File: config.mk
export PLATFORM = sky130hd
export DESIGN_NAME = risc_spm_control_unit_flat
export DESIGN_NICKNAME = d
export VERILOG_FILES = /design/src/rtl/risc_spm_control_unit_if.sv /design/src/rtl/risc_spm_control_unit.sv /design/src/flat_wrapper.sv
export SDC_FILE = /design/constraint.sdc
export NUM_CORES = 1
export LEC_CHECK = 0
export CORE_ASPECT_RATIO = 0.7
export CORE_UTILIZATION = 35
export DETAILED_ROUTE_END_ITERATION = 7
export GPL_TIMING_DRIVEN = 0
export HOLD_SLACK_MARGIN = 0.1
export PLACE_DENSITY = 0.64
export SLEW_MARGIN = 10
export SYNTH_ARGS = -nofsm -noshare
export SYNTH_HDL_FRONTEND = slang
export SYNTH_SLANG_ARGS = --single-unit
File: constraint.sdc
create_clock -name clk -period 1.8 [get_ports clk]
set_clock_uncertainty 0.05 [all_clocks]
set_input_delay 0.36 -clock clk [delete_from_list [all_inputs] [get_ports clk]]
set_output_delay 0.36 -clock clk [all_outputs]
set_load 0.005 [all_outputs]
File: src/rtl/risc_spm_control_unit_if.sv
`default_nettype none
// ============================================================================
//  Module      : risc_spm_control_unit_if
//  Description : Control-unit <-> datapath bundle for the RISC-SPM: IR and
//                flags in, load strobes, bus-mux selects and memory write out.
//  Revision    : 1.0  initial release
// ============================================================================
interface risc_spm_control_unit_if #(
    parameter int WORD_SIZE = 8,
    parameter int SEL1_SIZE = 3,
    parameter int SEL2_SIZE = 3
);
    logic [WORD_SIZE-1:0] instruction;
    logic                 Zflag;
    logic                 ovflag;
    logic                 mdflag;
    logic                 Load_R0;
    logic                 Load_R1;
    logic                 Load_R2;
    logic                 Load_R3;
    logic                 Load_PC;
    logic                 Inc_PC;
    logic [SEL1_SIZE-1:0] Sel_Bus_1_Mux;
    logic [SEL2_SIZE-1:0] Sel_Bus_2_Mux;
    logic                 Load_IR;
    logic                 Load_Add_R;
    logic                 Load_Reg_Y;
    logic                 Load_Reg_Z;
    logic                 Load_Reg_ov;
    logic                 Load_Reg_md;
    logic                 write;
    logic                 halted;
    logic                 mul_err;

    modport master (
        input  instruction, Zflag, ovflag, mdflag,
        output Load_R0, Load_R1, Load_R2, Load_R3, Load_PC, Inc_PC,
        output Sel_Bus_1_Mux, Sel_Bus_2_Mux,
        output Load_IR, Load_Add_R, Load_Reg_Y, Load_Reg_Z, Load_Reg_ov, Load_Reg_md,
        output write, halted, mul_err
    );

    modport slave (
        output instruction, Zflag, ovflag, mdflag,
        input  Load_R0, Load_R1, Load_R2, Load_R3, Load_PC, Inc_PC,
        input  Sel_Bus_1_Mux, Sel_Bus_2_Mux,
        input  Load_IR, Load_Add_R, Load_Reg_Y, Load_Reg_Z, Load_Reg_ov, Load_Reg_md,
        input  write, halted, mul_err
    );
endinterface
`default_nettype wire

File: src/rtl/risc_spm_control_unit.sv
`default_nettype none
// ============================================================================
//  Module      : risc_spm_control_unit
//  Description : Fetch/decode/execute sequencer for the 8-bit RISC-SPM, with a
//                bounded multiply wait that halts and flags an error on timeout.
//  Revision    : 1.0  initial release
// ============================================================================
module risc_spm_control_unit #(
    parameter int WORD_SIZE   = 8,
    parameter int OP_SIZE     = 4,
    parameter int SEL1_SIZE   = 3,
    parameter int SEL2_SIZE   = 3,
    parameter int MUL_TIMEOUT = 15
) (
    input  wire logic                    clk,
    input  wire logic                    rst,
    risc_spm_control_unit_if.master      bus
);

    localparam int c_cnt_w = $clog2(MUL_TIMEOUT + 1);
    localparam logic [c_cnt_w-1:0] c_timeout = c_cnt_w'(MUL_TIMEOUT);

    localparam logic [3:0] c_s_idle   = 4'd0;
    localparam logic [3:0] c_s_fet1   = 4'd1;
    localparam logic [3:0] c_s_fet2   = 4'd2;
    localparam logic [3:0] c_s_dec    = 4'd3;
    localparam logic [3:0] c_s_ex1    = 4'd4;
    localparam logic [3:0] c_s_rd1    = 4'd5;
    localparam logic [3:0] c_s_rd2    = 4'd6;
    localparam logic [3:0] c_s_wr1    = 4'd7;
    localparam logic [3:0] c_s_wr2    = 4'd8;
    localparam logic [3:0] c_s_br1    = 4'd9;
    localparam logic [3:0] c_s_br2    = 4'd10;
    localparam logic [3:0] c_s_mul    = 4'd11;
    localparam logic [3:0] c_s_mul_lo = 4'd12;
    localparam logic [3:0] c_s_mul_hi = 4'd13;
    localparam logic [3:0] c_s_halt   = 4'd14;

    localparam logic [OP_SIZE-1:0] c_op_nop = OP_SIZE'(4'h0);
    localparam logic [OP_SIZE-1:0] c_op_add = OP_SIZE'(4'h1);
    localparam logic [OP_SIZE-1:0] c_op_sub = OP_SIZE'(4'h2);
    localparam logic [OP_SIZE-1:0] c_op_and = OP_SIZE'(4'h3);
    localparam logic [OP_SIZE-1:0] c_op_not = OP_SIZE'(4'h4);
    localparam logic [OP_SIZE-1:0] c_op_rd  = OP_SIZE'(4'h5);
    localparam logic [OP_SIZE-1:0] c_op_wr  = OP_SIZE'(4'h6);
    localparam logic [OP_SIZE-1:0] c_op_br  = OP_SIZE'(4'h7);
    localparam logic [OP_SIZE-1:0] c_op_brz = OP_SIZE'(4'h8);
    localparam logic [OP_SIZE-1:0] c_op_mul = OP_SIZE'(4'h9);
    localparam logic [OP_SIZE-1:0] c_op_brv = OP_SIZE'(4'hA);

    localparam logic [SEL1_SIZE-1:0] c_sel1_pc   = SEL1_SIZE'(4);
    localparam logic [SEL2_SIZE-1:0] c_sel2_alu  = SEL2_SIZE'(0);
    localparam logic [SEL2_SIZE-1:0] c_sel2_bus1 = SEL2_SIZE'(1);
    localparam logic [SEL2_SIZE-1:0] c_sel2_mem  = SEL2_SIZE'(2);
    localparam logic [SEL2_SIZE-1:0] c_sel2_mlo  = SEL2_SIZE'(3);
    localparam logic [SEL2_SIZE-1:0] c_sel2_mhi  = SEL2_SIZE'(4);

    logic [3:0]           r_state;
    logic [c_cnt_w-1:0]   r_cnt;
    logic                 r_mul_err;

    logic [OP_SIZE-1:0]   w_opcode;
    logic [1:0]           w_src;
    logic [1:0]           w_dest;
    logic [3:0]           w_load_r;
    logic                 w_load_pc;
    logic                 w_inc_pc;
    logic [SEL1_SIZE-1:0] w_sel1;
    logic [SEL2_SIZE-1:0] w_sel2;
    logic                 w_load_ir;
    logic                 w_load_add_r;
    logic                 w_load_y;
    logic                 w_load_z;
    logic                 w_load_ov;
    logic                 w_load_md;
    logic                 w_write;

    assign w_opcode = bus.instruction[WORD_SIZE-1 -: OP_SIZE];
    assign w_src    = bus.instruction[3:2];
    assign w_dest   = bus.instruction[1:0];

    // Output decode: pure function of state, IR and flags.
    always_comb begin
        w_load_r     = 4'b0000;
        w_load_pc    = 1'b0;
        w_inc_pc     = 1'b0;
        w_sel1       = '0;
        w_sel2       = '0;
        w_load_ir    = 1'b0;
        w_load_add_r = 1'b0;
        w_load_y     = 1'b0;
        w_load_z     = 1'b0;
        w_load_ov    = 1'b0;
        w_load_md    = 1'b0;
        w_write      = 1'b0;
        case (r_state)
            c_s_fet1: begin
                w_sel1       = c_sel1_pc;
                w_sel2       = c_sel2_bus1;
                w_load_add_r = 1'b1;
            end
            c_s_fet2: begin
                w_sel2    = c_sel2_mem;
                w_load_ir = 1'b1;
                w_inc_pc  = 1'b1;
            end
            c_s_dec: begin
                case (w_opcode)
                    c_op_add, c_op_sub, c_op_and, c_op_mul: begin
                        w_sel1   = SEL1_SIZE'(w_src);
                        w_sel2   = c_sel2_bus1;
                        w_load_y = 1'b1;
                    end
                    c_op_not: begin
                        w_sel1           = SEL1_SIZE'(w_src);
                        w_sel2           = c_sel2_alu;
                        w_load_z         = 1'b1;
                        w_load_r[w_dest] = 1'b1;
                    end
                    c_op_rd, c_op_wr, c_op_br: begin
                        w_sel1       = c_sel1_pc;
                        w_sel2       = c_sel2_bus1;
                        w_load_add_r = 1'b1;
                    end
                    c_op_brz, c_op_brv: begin
                        // Untaken conditional branch steps over its operand byte.
                        if ((w_opcode == c_op_brz) ? bus.Zflag : bus.ovflag) begin
                            w_sel1       = c_sel1_pc;
                            w_sel2       = c_sel2_bus1;
                            w_load_add_r = 1'b1;
                        end else begin
                            w_inc_pc = 1'b1;
                        end
                    end
                    default: ;
                endcase
            end
            c_s_ex1: begin
                w_sel1           = SEL1_SIZE'(w_dest);
                w_sel2           = c_sel2_alu;
                w_load_z         = 1'b1;
                w_load_ov        = (w_opcode == c_op_add) || (w_opcode == c_op_sub);
                w_load_r[w_dest] = 1'b1;
            end
            c_s_rd1, c_s_wr1: begin
                w_sel2       = c_sel2_mem;
                w_load_add_r = 1'b1;
                w_inc_pc     = 1'b1;
            end
            c_s_rd2: begin
                w_sel2           = c_sel2_mem;
                w_load_r[w_dest] = 1'b1;
            end
            c_s_wr2: begin
                w_sel1  = SEL1_SIZE'(w_src);
                w_write = 1'b1;
            end
            c_s_br1: begin
                w_sel2       = c_sel2_mem;
                w_load_add_r = 1'b1;
            end
            c_s_br2: begin
                w_sel2    = c_sel2_mem;
                w_load_pc = 1'b1;
            end
            c_s_mul: begin
                w_sel1    = SEL1_SIZE'(w_dest);
                w_load_md = 1'b1;
            end
            c_s_mul_lo: begin
                w_sel2           = c_sel2_mlo;
                w_load_r[w_dest] = 1'b1;
            end
            c_s_mul_hi: begin
                w_sel2          = c_sel2_mhi;
                w_load_r[w_src] = 1'b1;
            end
            default: ;
        endcase
    end

    always_ff @(posedge clk) begin
        if (rst) begin
            r_state   <= c_s_idle;
            r_cnt     <= '0;
            r_mul_err <= 1'b0;
        end else begin
            case (r_state)
                c_s_idle: r_state <= c_s_fet1;
                c_s_fet1: r_state <= c_s_fet2;
                c_s_fet2: r_state <= c_s_dec;
                c_s_dec: begin
                    case (w_opcode)
                        c_op_nop, c_op_not:           r_state <= c_s_fet1;
                        c_op_add, c_op_sub, c_op_and: r_state <= c_s_ex1;
                        c_op_rd:                      r_state <= c_s_rd1;
                        c_op_wr:                      r_state <= c_s_wr1;
                        c_op_br:                      r_state <= c_s_br1;
                        c_op_brz: r_state <= bus.Zflag  ? c_s_br1 : c_s_fet1;
                        c_op_brv: r_state <= bus.ovflag ? c_s_br1 : c_s_fet1;
                        c_op_mul: begin
                            r_cnt   <= '0;
                            r_state <= c_s_mul;
                        end
                        default:                      r_state <= c_s_halt;
                    endcase
                end
                c_s_rd1: r_state <= c_s_rd2;
                c_s_wr1: r_state <= c_s_wr2;
                c_s_br1: r_state <= c_s_br2;
                c_s_ex1, c_s_rd2, c_s_wr2, c_s_br2, c_s_mul_hi: r_state <= c_s_fet1;
                c_s_mul: begin
                    // A completing multiply wins over a simultaneous timeout.
                    r_cnt <= r_cnt + 1'b1;
                    if (bus.mdflag) begin
                        r_state <= c_s_mul_lo;
                    end else if (r_cnt == c_timeout) begin
                        r_state   <= c_s_halt;
                        r_mul_err <= 1'b1;
                    end
                end
                c_s_mul_lo: r_state <= c_s_mul_hi;
                c_s_halt:   r_state <= c_s_halt;
                default:    r_state <= c_s_idle;
            endcase
        end
    end

    assign bus.Load_R0       = w_load_r[0];
    assign bus.Load_R1       = w_load_r[1];
    assign bus.Load_R2       = w_load_r[2];
    assign bus.Load_R3       = w_load_r[3];
    assign bus.Load_PC       = w_load_pc;
    assign bus.Inc_PC        = w_inc_pc;
    assign bus.Sel_Bus_1_Mux = w_sel1;
    assign bus.Sel_Bus_2_Mux = w_sel2;
    assign bus.Load_IR       = w_load_ir;
    assign bus.Load_Add_R    = w_load_add_r;
    assign bus.Load_Reg_Y    = w_load_y;
    assign bus.Load_Reg_Z    = w_load_z;
    assign bus.Load_Reg_ov   = w_load_ov;
    assign bus.Load_Reg_md   = w_load_md;
    assign bus.write         = w_write;
    assign bus.halted        = (r_state == c_s_halt);
    assign bus.mul_err       = r_mul_err;

endmodule
`default_nettype wire

File: src/flat_wrapper.sv
// flat-port wrapper written by rule: the top's interface ports become plain ports
module risc_spm_control_unit_flat 
#(
    parameter int WORD_SIZE   = 8,
    parameter int OP_SIZE     = 4,
    parameter int SEL1_SIZE   = 3,
    parameter int SEL2_SIZE   = 3,
    parameter int MUL_TIMEOUT = 15
)
  (clk, rst, bus_instruction, bus_Zflag, bus_ovflag, bus_mdflag, bus_Load_R0, bus_Load_R1, bus_Load_R2, bus_Load_R3, bus_Load_PC, bus_Inc_PC, bus_Sel_Bus_1_Mux, bus_Sel_Bus_2_Mux, bus_Load_IR, bus_Load_Add_R, bus_Load_Reg_Y, bus_Load_Reg_Z, bus_Load_Reg_ov, bus_Load_Reg_md, bus_write, bus_halted, bus_mul_err);
  risc_spm_control_unit_if #(.WORD_SIZE(WORD_SIZE), .SEL1_SIZE(SEL1_SIZE), .SEL2_SIZE(SEL2_SIZE)) bus_i ();
  input  wire logic clk;
  input  wire logic rst;
  input wire logic [$bits(bus_i.instruction)-1:0] bus_instruction;
  input wire logic [$bits(bus_i.Zflag)-1:0] bus_Zflag;
  input wire logic [$bits(bus_i.ovflag)-1:0] bus_ovflag;
  input wire logic [$bits(bus_i.mdflag)-1:0] bus_mdflag;
  output wire logic [$bits(bus_i.Load_R0)-1:0] bus_Load_R0;
  output wire logic [$bits(bus_i.Load_R1)-1:0] bus_Load_R1;
  output wire logic [$bits(bus_i.Load_R2)-1:0] bus_Load_R2;
  output wire logic [$bits(bus_i.Load_R3)-1:0] bus_Load_R3;
  output wire logic [$bits(bus_i.Load_PC)-1:0] bus_Load_PC;
  output wire logic [$bits(bus_i.Inc_PC)-1:0] bus_Inc_PC;
  output wire logic [$bits(bus_i.Sel_Bus_1_Mux)-1:0] bus_Sel_Bus_1_Mux;
  output wire logic [$bits(bus_i.Sel_Bus_2_Mux)-1:0] bus_Sel_Bus_2_Mux;
  output wire logic [$bits(bus_i.Load_IR)-1:0] bus_Load_IR;
  output wire logic [$bits(bus_i.Load_Add_R)-1:0] bus_Load_Add_R;
  output wire logic [$bits(bus_i.Load_Reg_Y)-1:0] bus_Load_Reg_Y;
  output wire logic [$bits(bus_i.Load_Reg_Z)-1:0] bus_Load_Reg_Z;
  output wire logic [$bits(bus_i.Load_Reg_ov)-1:0] bus_Load_Reg_ov;
  output wire logic [$bits(bus_i.Load_Reg_md)-1:0] bus_Load_Reg_md;
  output wire logic [$bits(bus_i.write)-1:0] bus_write;
  output wire logic [$bits(bus_i.halted)-1:0] bus_halted;
  output wire logic [$bits(bus_i.mul_err)-1:0] bus_mul_err;
  assign bus_i.instruction = bus_instruction;
  assign bus_i.Zflag = bus_Zflag;
  assign bus_i.ovflag = bus_ovflag;
  assign bus_i.mdflag = bus_mdflag;
  assign bus_Load_R0 = bus_i.Load_R0;
  assign bus_Load_R1 = bus_i.Load_R1;
  assign bus_Load_R2 = bus_i.Load_R2;
  assign bus_Load_R3 = bus_i.Load_R3;
  assign bus_Load_PC = bus_i.Load_PC;
  assign bus_Inc_PC = bus_i.Inc_PC;
  assign bus_Sel_Bus_1_Mux = bus_i.Sel_Bus_1_Mux;
  assign bus_Sel_Bus_2_Mux = bus_i.Sel_Bus_2_Mux;
  assign bus_Load_IR = bus_i.Load_IR;
  assign bus_Load_Add_R = bus_i.Load_Add_R;
  assign bus_Load_Reg_Y = bus_i.Load_Reg_Y;
  assign bus_Load_Reg_Z = bus_i.Load_Reg_Z;
  assign bus_Load_Reg_ov = bus_i.Load_Reg_ov;
  assign bus_Load_Reg_md = bus_i.Load_Reg_md;
  assign bus_write = bus_i.write;
  assign bus_halted = bus_i.halted;
  assign bus_mul_err = bus_i.mul_err;
  risc_spm_control_unit #(.WORD_SIZE(WORD_SIZE), .OP_SIZE(OP_SIZE), .SEL1_SIZE(SEL1_SIZE), .SEL2_SIZE(SEL2_SIZE), .MUL_TIMEOUT(MUL_TIMEOUT)) u_core (.clk(clk), .rst(rst), .bus(bus_i));
endmodule
# Yosys cells after proc, flatten, opt, wreduce, memory -nomap -nowiden
# Index checks and enable logic that the tools add are counted.
dict set report op_classes {
  magnitude_cmp 4
  bitwise_logic 1
  n_mux 36
  n_reduce_logical 21
  add_sub_neg 1
  n_eq_ne 27
}
# op count
set op_table {}
lappend op_table {{$eq 4x4->1 const B} 11}
lappend op_table {{$pmux 4 s10} 1}
lappend op_table {{$eq 4x3->1 const B} 8}
lappend op_table {{$pmux 4 s8} 1}
lappend op_table {{$mux 4} 6}
lappend op_table {{$eq 4x2->1 const B} 4}
lappend op_table {{$mux 1} 15}
lappend op_table {{$pmux 3 s5} 1}
lappend op_table {{$pmux 3 s4} 1}
lappend op_table {{$pmux 4 s3} 1}
lappend op_table {{$reduce_or 3->1} 4}
lappend op_table {{$reduce_or 6->1} 2}
lappend op_table {{$pmux 3 s3} 1}
lappend op_table {{$eq 4x1->1 const B} 2}
lappend op_table {{$logic_not 4->1} 2}
lappend op_table {{$pmux 1 s2} 4}
lappend op_table {{$pmux 4 s2} 1}
lappend op_table {{$reduce_or 4->1} 2}
lappend op_table {{$reduce_or 7->1} 1}
lappend op_table {{$lt 2x3->1 const B} 2}
lappend op_table {{$pmux 3 s2} 1}
lappend op_table {{$reduce_or 2->1} 3}
lappend op_table {{$reduce_or 5->1} 1}
lappend op_table {{$add 4x1->4 const B} 1}
lappend op_table {{11 further kinds} 14}
dict set report word_totals {
  input_bits 13
  ff_bits 9
  out_inout_bits 21
}

# Longest topological paths before layout
dict set report depth {
  ltp_word 6
  ltp_mapped 6
}

# Worst setup path before layout
# Ideal clock, no wire load.
dict set report synth_path {
  path_kind {input to output}
  start {input port bus_instruction[4]}
  end {output port bus_Sel_Bus_2_Mux[0]}
  t_arrival_ns 1.396
  required_ns 1.390
  cell_stages 4
  setup_slack_ns -0.006
  cell_sequence {nor4b_1 > mux2_2 > a22oi_1 > o221ai_1}
}
dict set report synth_between {
  elab_chain_cells 5
  elab_cells_between_ends 15
  cone_classes {9 x eq/ne; 4 x mux; 2 x reduce/logical}
}
# element line_no
set synth_rtl {}
lappend synth_rtl {{start, declared} flat_wrapper.sv:14} ;# input wire logic [$bits(bus_i.instruction)-1:0] bus_instruction;
lappend synth_rtl {{$eq 4x4->1} {risc_spm_control_unit.sv:108, risc_spm_control_unit.sv:127}}
lappend synth_rtl {{$mux 1 (2 in a row)} risc_spm_control_unit.sv:127} ;# if ((w_opcode == c_op_brz) ? bus.Zflag : bus.ovflag) begin
lappend synth_rtl {{$pmux 3 s2 *} risc_spm_control_unit.sv:108} ;# case (w_opcode)
lappend synth_rtl {{$pmux 3 s5 *} risc_spm_control_unit.sv:96} ;# case (r_state)
lappend synth_rtl {{end, declared} flat_wrapper.sv:25} ;# output wire logic [$bits(bus_i.Sel_Bus_2_Mux)-1:0] bus_Sel_Bus_2_Mux;
# Every way passes the cells marked *; elsewhere a longest branch is shown, timed or not.

# Final worst setup path
dict set report layout_path {
  start {register u_core.r_state[2]}
  end {output port bus_Inc_PC}
}
dict set report layout_between {
  elab_chain_cells 3
  elab_cells_between_ends 6
  cone_classes {4 x eq/ne; 1 x mux; 1 x reduce/logical}
}
# element line_no
set layout_rtl {}
lappend layout_rtl {{start, declared} risc_spm_control_unit.sv:58} ;# logic [3:0] r_state;
lappend layout_rtl {{start signal, assigned} risc_spm_control_unit.sv:184} ;# r_state <= c_s_idle;
lappend layout_rtl {{start signal, assigned} risc_spm_control_unit.sv:189} ;# c_s_idle: r_state <= c_s_fet1;
lappend layout_rtl {{start signal, assigned} risc_spm_control_unit.sv:190} ;# c_s_fet1: r_state <= c_s_fet2;
lappend layout_rtl {{$eq 4x2->1 / $eq 4x3->1 (equally long branches)} risc_spm_control_unit.sv:96}
lappend layout_rtl {{$reduce_or 3->1 (no source line)} n/a}
lappend layout_rtl {{$pmux 1 s2 *} risc_spm_control_unit.sv:96}
lappend layout_rtl {{end, declared} flat_wrapper.sv:23} ;# output wire logic [$bits(bus_i.Inc_PC)-1:0] bus_Inc_PC;
# Marked as above.

==> qor.txt <==
Mean Syn Cell Area -> 7.03 sq um
Ys flop type -> dfxtp_1
Reg2reg setup slack -> 0.24 ns
CP arrival -> 1.60 ns
Period Utilization, post-route -> 112%
Synth warn -> 0
DR vias -> 1433
PD cells -> 442 mW/mm^2
Slowest stage delay, CP -> 0.37 ns
Share of post-route cells with drive strength above 1 -> 48.6%
Core footprint -> 0.00278 sq mm
DRC viols -> 0
Clock Path Buffers -> 2
MaxCap Viol Count -> 0
CP Launch Type -> register
Final setup violation count -> 13
Count of clock tree sinks -> 9
Unique cell type count in the Yosys netlist -> 46
Post-DP Area -> 0.00140 sq mm
Leakage Power -> 0.901 nW
Crit-path most repeated cell -> buf_6
Layout Cells excl Fill -> 248
Sw frac -> 34.5%
Post-synth EDFFs -> 0
Seq/Total Area, Yosys -> 17.6%
Clock tree from TritonCTS -> yes
DR WL/cell -> 16.4 microns
Rel. slew slack -> 72.3%
1st-iter DRT viols -> 72
CTS buffer count -> 3
GP Congestion -> 0.899
Final wirelength -> 4080 microns
Diodes inserted -> 0
GRT overflow -> 0
Vias in the first global route -> 1253
Final Instance Area -> 0.00192 sq mm
Reg clk slew, reported paths -> 0.05 ns
Gate power share -> 46.1%
Worst Hold Class -> reg -> reg
Syn nets -> 160
Compound-cell area share of the yosys netlist -> 31.8%
Stages on worst setup path -> 5
Outcome -> finished with violations
Sequential group share of total power -> 25.8%
Maximum vdd drop -> 0.000406 V
Setup_tns -> -1.86 ns
WP buf/inv -> 3
I/O Pins -> 34
TritonRoute pass-1 iters -> 4
Htree depth -> 1
WHS -> 0.433 ns
Post-Syn Instances -> 146
Site Rows -> 16
Clock Tree Root -> clkbuf_8
Setup WS pre-CTS -> -1.03 ns
FFs w/ async S/R, synth -> 0%
Req. time, crit path -> 1.39 ns
Tmin final -> 2.01 ns
FF+latch count, synth -> 9
Hold Crit Depth -> 2
Int Pwr -> 557 uW
Post-cts hold buffer count -> 0
Die Y -> 47.3 microns
Final hold viol count -> 0
Post-synthesis mux area share -> 3.17%
Initial Util -> 36.9%
Post-Synth Adder-Cell Area -> 1.22%
Main combinational cell family by area after synthesis -> simple AND/OR/NAND/NOR gates
Total power -> 851 uW
Xor and xnor area share after synthesis -> 0.854%
Post-route ant nets -> 0
Worst setup path class -> reg -> out
Die ar. -> 0.00316 sq mm
Worst-path cell chain -> nand4bb_4 -> buf_6 -> buf_6 -> o41ai_4 -> buf_2
R2R cell count -> 5
CP Capture Type -> output port
Mapped cell area -> 0.00103 sq mm
Fin util -> 69.1%
Family with the most delay on the worst path -> buffers and inverters
Max-slew violations -> 0
CP Max Fanout -> 7
Total GRT Usage -> 24.0%
Number of vias per cell -> 5.78
Die Width -> 66.7 microns
Nets -> 227
Largest net degree at the start of global routing -> 11
Switching power -> 294 uW
Placed cell count -> 214
First-pass GRT wire length -> 5710 microns
Setup WS post-layout -> -0.209 ns
Worst-Margin Slew -> 0.416 ns
Area growth from synthesis to layout -> 87.4%
Clk network pwr share -> 28.1%
Number of I/O port buffers -> 32
Simple-gate share of the synthesized area -> 34.0%
Failing checks -> negative setup slack
FMAX -> 0.498 GHz
Final HPWL DP -> 2350 microns
Latest clock arrival within the worst-skew pair -> 0.24 ns
Initial antenna violation count -> 0
Critical path's slowest cell -> dfxtp_4
RSZ-0062 raised after global routing -> true
## logic make-up (layout without fill, tap and decap cells)
| kind of cell | count (synthesis) | after routing |
|---|---|---|
| AO/OA/AOI/OAI | 45 | 45 |
| XOR/XNOR | 1 | 1 |
| adder cells (fa/ha/maj) | 1 | 1 |
| buffers and inverters | 22 | 88 |
| flip-flops | 9 | 9 |
| multiplexers | 3 | 3 |
| AND/OR/NAND/NOR | 65 | 65 |
## state kept, by name, summed over array words and instances (netlist names)
name and cells:
u_core.r_state 4, u_core.r_cnt 4, u_core.bus.mul_err 1
## cells in the final DEF (no fill, tap or decap), types with 4 or more instances in the layout
master / n
nand2b_1: 5
nor2b_1: 4
nand2_1: 10
o21ai_0: 5
dlygate4sd2_1: 4
nor2_1: 13
dfxtp_1: 5
buf_4: 26
a21oi_1: 8
buf_8: 4
clkbuf_8: 4
buf_6: 13
nor3_4: 4
inv_1: 8
clkdlybuf4s50_1: 7
buf_2: 15
## timing repair
action / 4_1_cts / 5_1_grt
setup buffers: 21 / 13
endpoints found under the setup margin: 20 / 17
pin swaps: 17 / 13
resized for setup: 137 / 30
## cells in the mapped netlist, types with 3 or more instances
library cell | instances | area, sq um
a211o_1 | 3 | 26.3
a21o_1 | 3 | 22.5
a21oi_1 | 9 | 45.0
buf_2 | 6 | 30.0
buf_6 | 3 | 33.8
clkbuf_1 | 3 | 11.3
dfxtp_1 | 9 | 180
inv_1 | 9 | 33.8
nand2_1 | 13 | 48.8
nand2b_1 | 7 | 43.8
nand3_1 | 3 | 15.0
nor2_1 | 17 | 63.8
nor2b_1 | 5 | 31.3
nor3_1 | 7 | 35.0
nor4_1 | 3 | 18.8
o21ai_0 | 6 | 30.0
o32ai_1 | 4 | 35.0
## path summary, 6_finish.rpt
kind | from | endpoint
hold / removal | u_core.bus.mul_err | u_core.bus.mul_err
setup / recovery | u_core.r_state[2] | bus_Inc_PC
hold reg to reg | u_core.bus.mul_err | u_core.bus.mul_err
setup reg to reg | u_core.r_state[2] | u_core.r_cnt[3]
## layer usage
metal / GRT usage, % / share of wire (%) / up-vias
li1: - / - / 671
met1: 30.7 / 45 / 704
met2: 43.4 / 49 / 48
met3: 3.88 / 4.5 / 10
met4: 4.68 / 1.9 / 0
met5: 0 / 0 / -
## final cells by class
class                   count  area, sq um
plain buffers              10          108
clock buffers               3         41.3
clock inverters             1         5.00
fillers                   196          860
inverters                   9         33.8
multi-input cells         115          973
flip-flops and latches      9          188
well taps                  36         45.0
repair buffers             65          529
## power groups by stage
stage | sequential [mW] | clock (mW) | combinational [mW]
CTS | 0.211 | 0.246 | 0.347
global route | 0.220 | 0.259 | 0.412
floorplan | 0.213 | 0 | 0.154
finish | 0.220 | 0.239 | 0.392
global placement | 0.214 | 0 | 0.262
detailed placement | 0.215 | 0 | 0.265
## worst min-delay path, cell delays in order, from the launching register on
cell and delay, ns:
dfxtp_1 0.33, a31oi_1 0.04, nor2_1 0.07
Note: power is estimated with default switching activity, not from simulation.
==> RTL change 1, RTL diff (same settings) <==
Reset style: asynchronous (`rst`), changed in one clocked block.
--- a/src/rtl/risc_spm_control_unit.sv
+++ b/src/rtl/risc_spm_control_unit.sv
@@ -179,7 +179,7 @@
         endcase
     end
 
-    always_ff @(posedge clk) begin
+    always_ff @(posedge clk or posedge rst) begin
         if (rst) begin
             r_state   <= c_s_idle;
             r_cnt     <= '0;
Check against the original RTL: differs if rst is asserted again (counterexample within 4 cycles, from zero or initial values and one cycle with rst high); with rst held inactive, the same outputs for 10 cycles.
==> RTL change 1 against the unedited design <==
  * The run still ends with negative setup slack left
  * Wire length fell by 1.8%
  * Area after synthesis rose by 2.3%
  * Global-route usage rose by 1.2 points
  * Setup slack got worse by 0.11 ns
  * Design area rose by 2.1%
  * Utilization rose by 0.44 points
  * Sequential cell count did not move
Power is left out: it rests on default switching activity, and per cell area and clock period it moved more than threefold.
==> RTL change 1: results (changes against the unedited design) <==
Timing
  – Final worst slack: -0.3170 ns (was -0.2093 ns)
  – Max-slew headroom: 76.01% (was 72.29%)
  – Number of endpoints failing setup at the final stage: 15 (was 13)

Yosys
  – Sequential element share of the synthesized area: 21.45% (was 17.56%)
  – Leading cell types by total area after synthesis: sky130_fd_sc_hd__dfrtp_1, sky130_fd_sc_hd__a21oi_1, sky130_fd_sc_hd__nand2_1 (was sky130_fd_sc_hd__dfxtp_1, sky130_fd_sc_hd__nor2_1, sky130_fd_sc_hd__nand2_1)
  – XOR/XNOR share of the synthesized area: 1.669% (was 0.8537%)
  – Mux share of post-synthesis cell area: 2.980% (was 3.171%)
  – Mean post-synth cell area: 7.893 um^2 (was 7.027 um^2)
  – Cell variety after synth: 52 (was 46)
  – Adder-cell share of the synthesized area: 1.192% (was 1.220%)

Finish
  – Final-layout non-clock buffer area share: 33.84% (was 33.12%)
  – Buffers outside the clock class: 77 (was 75)
  – Clk tree area frac: 2.294% (was 2.407%)
  – Number of combinational gates with multiple inputs: 106 (was 115)
  – Ratio of cells with drive above 1 in the final layout: 53.96% (was 48.58%)
  – Sequential portion of the cell area: 11.47% (was 9.759%)
  – Layout inverter count without the clock tree: 6 (was 9)
  – Area of the multi-input gates: 958.4 um^2 (was 973.4 um^2)
  – Clock buffer instance count of the final layout: 4 (was 3)

Detailed routing
  – Routed length on met2: 1830 um (was 1984 um)
  – Overall via count from detail_route: 1378 (was 1433)
  – DRT iter0 DRCs: 133 (was 72)
  – WL met1: 1725 um (was 1827 um)
  – Met3 WL: 367 um (was 184 um)

Critical path
  – Worst r2r src: u_core.r_state[2] (unchanged)
  – Register-to-Register Setup Slack: 0.05 ns (was 0.24 ns)
  – Worst Reg-to-Reg Cells: 8 (was 5)
  – Worst reg2reg endpoint: u_core.r_state[2] (was u_core.r_cnt[3])
  – Data arrival at the endpoint of the critical path: 1.71 ns (was 1.60 ns)

Place
  – I/O Buffers: 33 (was 32)
  – Post-place instance area: 1425 um^2 (was 1396 um^2)
  – Post-place setup slack: -0.8842 ns (was -1.032 ns)
  – Placed Instances: 202 (was 214)

GRT
  – Gr usage total: 25.17% (was 23.96%)
  – Met1 capacity usage during global routing: 35.09% (was 30.67%)
  – Global-route track usage on met2: 40.20% (was 43.43%)
  – Vias in the first global route: 1241 (was 1253)
  – First-pass GRT wire length: 5961 um (was 5706 um)
  – Fraction of met3 tracks used by global routing: 5.952% (was 3.883%)

Status
  – Violations in the final reports: negative setup slack (unchanged)
  – Outcome: finished with violations (unchanged)

Die
  – Standard cell core area: 2823 um^2 (was 2783 um^2)
-- RTL change 1: cell count changes after synthesis, moves of 4 or more --
cell                       unedited run  this run
sky130_fd_sc_hd__nor2_1              17         6
sky130_fd_sc_hd__dfrtp_1              0         9
sky130_fd_sc_hd__dfxtp_1              9         0
sky130_fd_sc_hd__inv_1                9         5
sky130_fd_sc_hd__nand2b_1             7         3
sky130_fd_sc_hd__o21ai_0              6         2
-- RTL change 1: how the worst max path moves through the flow --
stage               cells after the start  slack (ns)                    to
floorplan                               5        0.15           bus_Load_R2
global placement                        6       -0.87  bus_Sel_Bus_2_Mux[0]
detailed placement                      6       -0.88  bus_Sel_Bus_2_Mux[0]
CTS                                     7       -0.31           bus_Load_R3
global route                            7       -0.38           bus_Load_R3
finish                                  7       -0.32           bus_Load_R2
-- RTL change 1: what timing repair did --
| item | CTS | global route |
|---|---|---|
| setup buffers | 21 | 11 |
| gates resized for setup | 142 | 25 |
| hold buffers | 0 | 0 |
| setup endpoints to repair | 20 | 18 |
| pin swaps | 20 | 8 |
-- RTL change 1: logic make-up (layout without fill, tap and decap cells) --
logic type,Yosys count,after routing
and+or+nand+nor,59,59
AOI/OAI and AO/OA,41,41
buffers and inverters,18,87
DFF,9,9
muxes,3,3
xor gates and xnor gates,2,2
adders and majority gates,1,1
-- RTL change 1: worst max-delay path, stage by stage (launching register included) --
cell and delay (ns):
sky130_fd_sc_hd__dfrtp_1 0.37, sky130_fd_sc_hd__buf_6 0.13, sky130_fd_sc_hd__and4bb_2 0.31, sky130_fd_sc_hd__buf_6 0.11, sky130_fd_sc_hd__a32oi_4 0.11, sky130_fd_sc_hd__nand2b_4 0.17, sky130_fd_sc_hd__o22ai_2 0.14, sky130_fd_sc_hd__buf_2 0.13
==> RTL change 2, RTL diff (config.mk and constraints unchanged) <==
Made on the original files. `SEL1_SIZE` is set to 3 in 3 places; all go to 6.
--- a/src/rtl/risc_spm_control_unit_if.sv
+++ b/src/rtl/risc_spm_control_unit_if.sv
@@ -7,7 +7,7 @@
 // ============================================================================
 interface risc_spm_control_unit_if #(
     parameter int WORD_SIZE = 8,
-    parameter int SEL1_SIZE = 3,
+    parameter int SEL1_SIZE = 6,
     parameter int SEL2_SIZE = 3
 );
     logic [WORD_SIZE-1:0] instruction;
--- a/src/rtl/risc_spm_control_unit.sv
+++ b/src/rtl/risc_spm_control_unit.sv
@@ -8,7 +8,7 @@
 module risc_spm_control_unit #(
     parameter int WORD_SIZE   = 8,
     parameter int OP_SIZE     = 4,
-    parameter int SEL1_SIZE   = 3,
+    parameter int SEL1_SIZE   = 6,
     parameter int SEL2_SIZE   = 3,
     parameter int MUL_TIMEOUT = 15
 ) (
--- a/src/flat_wrapper.sv
+++ b/src/flat_wrapper.sv
@@ -3,7 +3,7 @@
 #(
     parameter int WORD_SIZE   = 8,
     parameter int OP_SIZE     = 4,
-    parameter int SEL1_SIZE   = 3,
+    parameter int SEL1_SIZE   = 6,
     parameter int SEL2_SIZE   = 3,
     parameter int MUL_TIMEOUT = 15
 )
Ports: changed (resized bus_Sel_Bus_1_Mux); port bits go from 34 to 37. No check against the original RTL was run, so the function may have changed too.
==> RTL change 2 against the unedited design <==
  * The flow still finishes with violations (negative setup slack)
  * Power is 0.29% lower
  * Design area is 0.91% higher
  * Critical path depth is 2 higher
  * Wire length hardly changed
  * Setup slack better by 0.011 ns
  * Sequential cell count stayed put
  * First-iteration DRC count is 2.8% higher
  * Worst hold slack better by 0.0020 ns
  * Largest cell class unchanged
  * Area after synthesis is 2.6% higher
  * Highest routed layer unchanged
==> RTL change 2: results (changes against the unedited design) <==
Status
  – Outcome: finished with violations (unchanged)
  – Violations in the final reports: negative setup slack (unchanged)

Place
  – Post-place setup slack: -1.076 ns (was -1.032 ns)
  – Placed Instances: 220 (was 214)
  – GPL Wtd Cong: 0.8360 (was 0.8994)
  – Half-perimeter wire length of the detailed placement result: 2329 um (was 2348 um)

Finish
  – Nets: 234 (was 227)
  – Non-Filler Instances: 255 (was 248)
  – Sequential portion of the cell area: 9.929% (was 9.759%)
  – Ratio of cells with drive above 1 in the final layout: 47.95% (was 48.58%)
  – Area of the multi-input gates: 963.4 um^2 (was 973.4 um^2)
  – Area taken by flip-flops and latches: 192.7 um^2 (was 187.7 um^2)
  – Clk tree area frac: 2.321% (was 2.407%)
  – Final-layout non-clock buffer area share: 34.04% (was 33.12%)
  – Number of combinational gates with multiple inputs: 118 (was 115)

Yosys
  – Number of standard cells after synthesis: 150 (was 146)
  – Cell variety after synth: 47 (was 46)
  – Post-synth top area share: 17.12% (was 17.56%)
  – XOR/XNOR share of the synthesized area: 0.8323% (was 0.8537%)
  – Sequential element share of the synthesized area: 17.12% (was 17.56%)
  – Share of the synthesized area in compound gates (AO/OA/AOI/OAI): 31.03% (was 31.83%)
  – Adder-cell share of the synthesized area: 1.189% (was 1.220%)
  – Leading cell types by total area after synthesis: sky130_fd_sc_hd__dfxtp_1, sky130_fd_sc_hd__nor2_1, sky130_fd_sc_hd__nand2_1 (unchanged)

Critical path
  – Endpoint of the most critical setup path: bus_Sel_Bus_2_Mux[0] (was bus_Inc_PC)
  – Origin of the worst setup path: u_core.r_state[3] (was u_core.r_state[2])
  – Biggest fanout along the worst timing path: 4 (was 7)
  – Register-to-Register Setup Slack: 0.07 ns (was 0.24 ns)
  – Cell with the largest stage delay on the worst path: sky130_fd_sc_hd__dfxtp_2 (was sky130_fd_sc_hd__dfxtp_4)

Detailed routing
  – DRT iter0 DRCs: 74 (was 72)
  – Via count normalized by instance count: 5.592 (was 5.778)
  – Average wire per cell in the routed design: 16.00 um (was 16.44 um)

Power and ir drop
  – Reg power frac: 26.1% (was 25.8%)
  – Sw power: 0.2894 mW (was 0.2935 mW)
  – Worst vdd ir: 0.0003022 V (was 0.0004059 V)
  – Clk network pwr share: 28.4% (was 28.1%)

Timing
  – Number of endpoints failing setup at the final stage: 13 (unchanged)
  – Final worst slack: -0.1978 ns (was -0.2093 ns)
  – Worst hold-check slack: 0.4347 ns (was 0.4327 ns)
  – Setup TNS after final layout: -1.611 ns (was -1.857 ns)

GRT
  – First-pass GRT wire length: 5685 um (was 5706 um)
  – Gr usage total: 23.91% (was 23.96%)
  – Vias in the first global route: 1218 (was 1253)
[RTL change 2: changes by cell type after synthesis, sizes merged]
| cell | unedited run | this run |
|---|---|---|
| buf | 10 | 13 |
| conb | 0 | 1 |
[RTL change 2: layer usage]
| metal | global-route usage (%) | vias to the layer above | part of all wire, % | wire length, um |
|---|---|---|---|---|
| met4 | 4.681 | 0 | 0.93 | 38 |
| li1 | - | 684 | - | - |
| met5 | 0 | - | 0 | 0 |
| met2 | 41.39 | 66 | 50 | 2048 |
| met1 | 30.54 | 671 | 41 | 1661 |
| met3 | 5.952 | 5 | 8.1 | 330 |
[RTL change 2: what timing repair did]
| action | 4_1_cts | 5_1_grt |
|---|---|---|
| gates resized for setup | 130 | 32 |
| pin swaps | 16 | 17 |
| gates cloned | 0 | 1 |
| buffers inserted | 27 | 6 |
| setup endpoints to repair | 21 | 20 |
